`src/rtl/apb_ram_ws.sv`:
```
// APB slave RAM with byte strobes, programmable wait states and an out-of-range error.
// Storage is split into one 8-bit lane per byte strobe; the lanes are not reset.

module apb_ram_ws_lane #(
  parameter int DEPTH = 16,
  parameter int IDX_W = 4
) (
  input  logic             gclk,
  input  logic             we,
  input  logic [IDX_W-1:0] waddr,
  input  logic [7:0]       wdata,
  input  logic [IDX_W-1:0] raddr,
  output logic [7:0]       rdata
);
  logic [7:0] mem [DEPTH];

  always_ff @(posedge gclk)
    if (we) mem[waddr] <= wdata;

  assign rdata = mem[raddr];
endmodule

module apb_ram_ws #(
  parameter int DATA_W      = 8,
  parameter int ADDR_W      = 5,
  parameter int DEPTH       = 16,
  parameter int WAIT_STATES = 0
) (
  input  logic                PCLK,
  input  logic                PRESETn,
  input  logic                PSEL,
  input  logic [ADDR_W-1:0]   PADDR,
  input  logic                PENABLE,
  input  logic                PWRITE,
  input  logic [DATA_W-1:0]   PWDATA,
  input  logic [DATA_W/8-1:0] PSTRB,
  output logic [DATA_W-1:0]   PRDATA,
  output logic                PREADY,
  output logic                PSLVERR
);
  localparam int NUM_LANES = DATA_W / 8;
  localparam int IDX_W     = (DEPTH > 1) ? $clog2(DEPTH) : 1;

  if (DATA_W % 8 != 0 || DATA_W < 8) begin : g_bad_data_w
    $error("apb_ram_ws: DATA_W must be a non-zero multiple of 8");
  end
  if (DEPTH < 1 || DEPTH > (2 ** ADDR_W)) begin : g_bad_depth
    $error("apb_ram_ws: DEPTH must be in 1..2^ADDR_W");
  end
  if (WAIT_STATES < 0 || WAIT_STATES > 15) begin : g_bad_ws
    $error("apb_ram_ws: WAIT_STATES must be in 0..15");
  end

  typedef enum logic [1:0] {IDLE, WAIT, DONE} state_t;

  state_t                        state;
  logic [3:0]                    cnt;
  logic [IDX_W-1:0]              addr_q;
  logic                          wr_q, rng_q;
  logic                          in_range, we;
  logic [IDX_W-1:0]              idx;
  logic [NUM_LANES-1:0][7:0]     rd_lanes;
  logic [NUM_LANES-1:0][7:0]     wd_lanes;
  logic [NUM_LANES-1:0]          we_lane;

  assign in_range = 32'(PADDR) < 32'(DEPTH);
  assign idx      = PADDR[IDX_W-1:0];
  assign wd_lanes = PWDATA;
  // Commit only while the master still holds the access phase; an abort or reset drops it.
  assign we       = (state == DONE) && PSEL && PENABLE && wr_q && rng_q;
  assign we_lane  = {NUM_LANES{we}} & PSTRB;

  for (genvar i = 0; i < NUM_LANES; i++) begin : g_lane
    apb_ram_ws_lane #(.DEPTH(DEPTH), .IDX_W(IDX_W)) u_lane (
      .gclk  (PCLK),
      .we    (we_lane[i]),
      .waddr (addr_q),
      .wdata (wd_lanes[i]),
      .raddr (idx),
      .rdata (rd_lanes[i])
    );
  end

  always_ff @(posedge PCLK or negedge PRESETn) begin
    if (!PRESETn) begin
      state   <= IDLE;
      cnt     <= '0;
      addr_q  <= '0;
      wr_q    <= 1'b0;
      rng_q   <= 1'b0;
      PRDATA  <= '0;
      PREADY  <= 1'b0;
      PSLVERR <= 1'b0;
    end else begin
      case (state)
        IDLE: begin
          PREADY  <= 1'b0;
          PSLVERR <= 1'b0;
          if (PSEL && !PENABLE) begin
            PRDATA <= in_range ? DATA_W'(rd_lanes) : '0;
            addr_q <= idx;
            wr_q   <= PWRITE;
            rng_q  <= in_range;
            cnt    <= 4'(WAIT_STATES);
            if (WAIT_STATES > 0) state <= WAIT;
            else begin
              state   <= DONE;
              PREADY  <= 1'b1;
              PSLVERR <= !in_range;
            end
          end
        end
        WAIT: begin
          if (!PSEL) begin
            state <= IDLE;
            cnt   <= '0;
          end else if (PENABLE) begin
            if (cnt <= 4'd1) begin
              cnt     <= '0;
              state   <= DONE;
              PREADY  <= 1'b1;
              PSLVERR <= !rng_q;
            end else cnt <= cnt - 4'd1;
          end
        end
        DONE: begin
          state   <= IDLE;
          PREADY  <= 1'b0;
          PSLVERR <= 1'b0;
        end
        default: state <= IDLE;
      endcase
    end
  end
endmodule

```
`config.mk`:
```
export PLATFORM = sky130hd
export DESIGN_NAME = apb_ram_ws
export DESIGN_NICKNAME = d
export VERILOG_FILES = /design/src/rtl/apb_ram_ws.sv
export SDC_FILE = /design/constraint.sdc
export NUM_CORES = 1
export LEC_CHECK = 0
export CORE_MARGIN = 2
export CORE_UTILIZATION = 51
export DETAILED_ROUTE_END_ITERATION = 6
export PLACE_DENSITY = 0.69
export SLEW_MARGIN = 10
export SYNTH_ARGS = -nofsm -noshare
export SYNTH_HDL_FRONTEND = slang
export SYNTH_SLANG_ARGS = --single-unit
```
`constraint.sdc`:
```
create_clock -name PCLK -period 2.4 [get_ports PCLK]
set_input_delay 0.48 -clock PCLK [delete_from_list [all_inputs] [get_ports PCLK]]
set_output_delay 0.48 -clock PCLK [all_outputs]
set_load 0.03 [all_outputs]
```
==> impl_metrics.csv <==
group,metric,value,unit
setup_path,worstSetupPathType,"reg -> out",
timing,worst-slew-pin-transition,699,ps
setup_path,crit_path_max_fanout,2,
setup_path,signal_arrival_time_at_the_worst_endpoint,1600,ps
power_and_ir_drop,peakVddDrop,0.472,mV
timing,rsz0062_at_grt,"false",
job,max-cap-violations,0,
power_and_ir_drop,seq_power_share,0.484,
global_routing,grt_antenna_before_repair,0,
routing,drt_iter0_markers,185,
placed_design,dp_hpwl,6.85,mm
die,floorplan.io_pins,29,
setup_path,crit_path_buffers_inverters,1,
power_and_ir_drop,power_leakage,2.46,nW
placed_design,dpl-instance-area,0.00626,sq mm
timing,final.period_utilization,0.866,
logic_synthesis,syn-num-nets,290,
timing,period_needed,2080,ps
logic_synthesis,ys_dominant_reg_cell,"sky130_fd_sc_hd__edfxtp_1",
setup_path,timing.critical_path.to_type,"primary output",
die,count_of_standard_cell_rows,38,
logic_synthesis,yosys_warnings,0,
logic_synthesis,post_synth_mux_area_share,0.178,
logic_synthesis,yosys.area.top_type,"sky130_fd_sc_hd__edfxtp_1",
clock_network,cts_repair_resize_count,0,
die,die_area,0.0121,sq mm
logic_synthesis,synth_xor_xnor_area_share,0,
timing,smallest_setup_slack_after_layout,322,ps
power_and_ir_drop,p_per_area,849,mW/mm^2
global_routing,number_of_global_route_vias_before_repair,2866,
placed_design,gp_congestion,0.772,
placed_design,pre_cts_ws,49.5,ps
routing,wl_met3,691,um
logic_synthesis,synth_top_area_share,0.673,
logic_synthesis,netlist_area_before_placement,0.00571,sq mm
cells_and_area,final_util,0.630,
setup_path,cp.required,1920,ps
power_and_ir_drop,clockPowerShare,0.456,
logic_synthesis,ys_types,26,
routing,antenna_violating_nets_post_route,0,
timing,final_hold_viol_count,0,
global_routing,grt.overflow.total,0,
logic_synthesis,synth_most_common_cell,"sky130_fd_sc_hd__edfxtp_1",
setup_path,critical_path_depth,1,
setup_path,cp_slowest_stage_delay,700,ps
logic_synthesis,edff_count_synth,128,
clock_network,cts-htree-levels,4,
clock_network,cts_buffers,17,
setup_path,worst_path_dominant_cell_family,"buffers and inverters",
die,dieWidth,110,um
power_and_ir_drop,internal-power,0.00463,W
timing,clock_skew,8.70,ps
setup_path,critPathSlowestCell,"sky130_fd_sc_hd__clkdlybuf4s50_1",
timing,setup-violations-final,0,
routing,met2_wirelength,5.37,mm
cells_and_area,area_delta_synth_final,20.2,%
global_routing,grt.total_usage,0.199,
cells_and_area,antenna_cells,0,
routing,met1Wirelength,4.46,mm
placed_design,port_buffers,28,
logic_synthesis,yosys-top-cells-area,"sky130_fd_sc_hd__edfxtp_1 67%, sky130_fd_sc_hd__dfrtp_1 7.5%, sky130_fd_sc_hd__mux4_2 7.1%, sky130_fd_sc_hd__mux4_1 6.4%, sky130_fd_sc_hd__mux2i_1 4.2%",
cells_and_area,drive_above_1_share,0.219,
run_status,status,"finished clean",
clock_network,cts_buffer_depth,2,
clock_network,worst_skew_pair.late_latency,520,ps
logic_synthesis,synth_area_in_adders,0,
cells_and_area,n_fill_cell,764,
routing,wl,10.7,mm
logic_synthesis,synth_top_cells_by_count,"128 x sky130_fd_sc_hd__edfxtp_1, 24 x sky130_fd_sc_hd__mux2i_1, 18 x sky130_fd_sc_hd__mux4_2, 18 x sky130_fd_sc_hd__nand2_1, 17 x sky130_fd_sc_hd__dfrtp_1",
die,floorplan.die.height,110,um
global_routing,largest_net_degree_at_the_start_of_global_routing,22,
logic_synthesis,synth_area_per_cell,21.1,sq um
clock_network,tritoncts,"built",
timing,max_freq,481,MHz
logic_synthesis,synth-seq-area-share,0.748,
clock_network,post_cts_buffers,0,
logic_synthesis,syn_inst,271,
power_and_ir_drop,switching_share,0.206,
die,initial_utilization,0.524,
die,coreArea,0.0109,sq mm
power_and_ir_drop,power.combinational.fraction,0.060,
timing,slew-limit-headroom,0.533,
routing,vias,2741,
cells_and_area,layout.nets,349,
routing,post-route-drc-count,0,
routing,routed.top_layer,"met4",
logic_synthesis,largest_family_of_logic_cells_by_synthesized_area,"multiplexers",
clock_network,clkSlewWorstSetupHoldPaths,60,ps
setup_path,start_kind,"register",
clock_network,clock_sinks,145,
setup_path,cp_cell_sequence,"clkdlybuf4s50_1",
clock_network,cts-root-buf,"sky130_fd_sc_hd__clkbuf_8",
clock_network,cts.hold.buffers_added,0,
logic_synthesis,asyncSetResetFlopFracSynth,0.117,
worst_hold_path,timing.hold.worst.class,"in -> async",
logic_synthesis,synth_compound_area_frac,0.0136,
routing,detailedRoute.firstPassIterationCount,4,
timing,tns,0,ps
routing,route.detailed.wl_per_inst,22.2,um
timing,timing_max_transition_violations_final,0,
global_routing,global_route_wire_length_before_repair,16.4,mm
power_and_ir_drop,netSwitchingPower,0.00120,W
setup_path,worstRegToRegCells,5,
logic_synthesis,ys_ff_latch,145,
logic_synthesis,simple_gate_share_of_the_synthesized_area,0.0364,
cells_and_area,layout.cell_area.non_filler,0.00686,sq mm
routing,via_per_inst,5.69,
## stage by stage
stage,std cells,hold WS (ps),total power (W)
after floorplan,271,184,0.00307
after global placement,451,459,0.00322
after detailed placement,451,467,0.00323
after CTS,482,280,0.00588
after global routing,482,284,0.00603
final,482,292,0.00583
## power by group through the flow
stage | registers [W] | clock network (W) | logic [W]
finish | 0.00282 | 0.00266 | 0.000349
global route | 0.00283 | 0.00282 | 0.000378
global placement | 0.00287 | 0 | 0.000345
CTS | 0.00282 | 0.00270 | 0.000355
detailed placement | 0.00287 | 0 | 0.000353
floorplan | 0.00289 | 0 | 0.000178
## placed cells by master (no fill, tap or decap)
master,count
sky130_fd_sc_hd__edfxtp_1,128
sky130_fd_sc_hd__clkdlybuf4s50_1,27
sky130_fd_sc_hd__mux2i_1,24
sky130_fd_sc_hd__buf_4,23
sky130_fd_sc_hd__nand2_1,18
sky130_fd_sc_hd__mux4_2,18
sky130_fd_sc_hd__dfrtp_1,17
sky130_fd_sc_hd__clkbuf_16,16
sky130_fd_sc_hd__mux4_1,14
sky130_fd_sc_hd__nor2_1,12
sky130_fd_sc_hd__a22o_1,8
sky130_fd_sc_hd__bufinv_16,4
sky130_fd_sc_hd__nor3_1,3
sky130_fd_sc_hd__clkinv_2,3
sky130_fd_sc_hd__buf_12,3
sky130_fd_sc_hd__nand3b_1,2
sky130_fd_sc_hd__nand2b_1,2
sky130_fd_sc_hd__nor2b_1,2
sky130_fd_sc_hd__inv_1,2
sky130_fd_sc_hd__clkinvlp_4,2
sky130_fd_sc_hd__inv_6,2
sky130_fd_sc_hd__clkinv_4,2
sky130_fd_sc_hd__nand4_1,1
sky130_fd_sc_hd__nor4_1,1
sky130_fd_sc_hd__nor3b_1,1
sky130_fd_sc_hd__nand3_1,1
sky130_fd_sc_hd__and3b_1,1
sky130_fd_sc_hd__and3_1,1
sky130_fd_sc_hd__a21o_1,1
sky130_fd_sc_hd__clkbuf_8,1
sky130_fd_sc_hd__clkinv_1,1
sky130_fd_sc_hd__buf_2,1
## state kept, by name (all words and copies together), names as in the netlist
| name | cells |
|---|---|
| wr_q | 1 |
| PSLVERR | 1 |
| state | 1 |
| PREADY | 1 |
| rng_q | 1 |
| PRDATA | 8 |
| addr_q | 4 |
| g_lane.u_lane.mem | 128 |
## worst paths after layout
path / startpoint / to / slack, ps
min reg2reg: wr_q / wr_q / 490
min: PRESETn / PSLVERR / 290
max in group asynchronous: PRESETn / PRDATA[0] / 1910
min in group PCLK: PADDR[2] / addr_q[2] / 450
max: PRDATA[0] / PRDATA[0] / 320
max reg2reg: wr_q / g_lane[0].u_lane.mem[1][1] / 800
## layout make-up
cell class | instances | area, sq um | share of cell area
clock inverter | 14 | 189 | 0.0275
clock buffer | 17 | 414 | 0.0604
inverter | 2 | 7.51 | 0.00109
tap | 140 | 175 | 0.0255
sequential | 145 | 4270 | 0.622
timing repair buffer | 54 | 508 | 0.0740
multi-input combinational | 110 | 1300 | 0.189
## layer usage
| layer | up-vias | global-route usage |
|---|---|---|
| li1 | 1229 | - |
| met1 | 1398 | 0.266 |
| met2 | 99 | 0.304 |
| met3 | 15 | 0.0676 |
| met4 | 0 | 0.0741 |
| met5 | - | 0 |
## logic make-up (layout without fill, tap and decap cells)
logic type	after synthesis	in the layout
and+or+nand+nor	45	45
DFF	145	145
muxes	56	56
buffers and inverters	16	87
AOI/OAI and AO/OA	9	9
(Power assumes the default switching activity.)
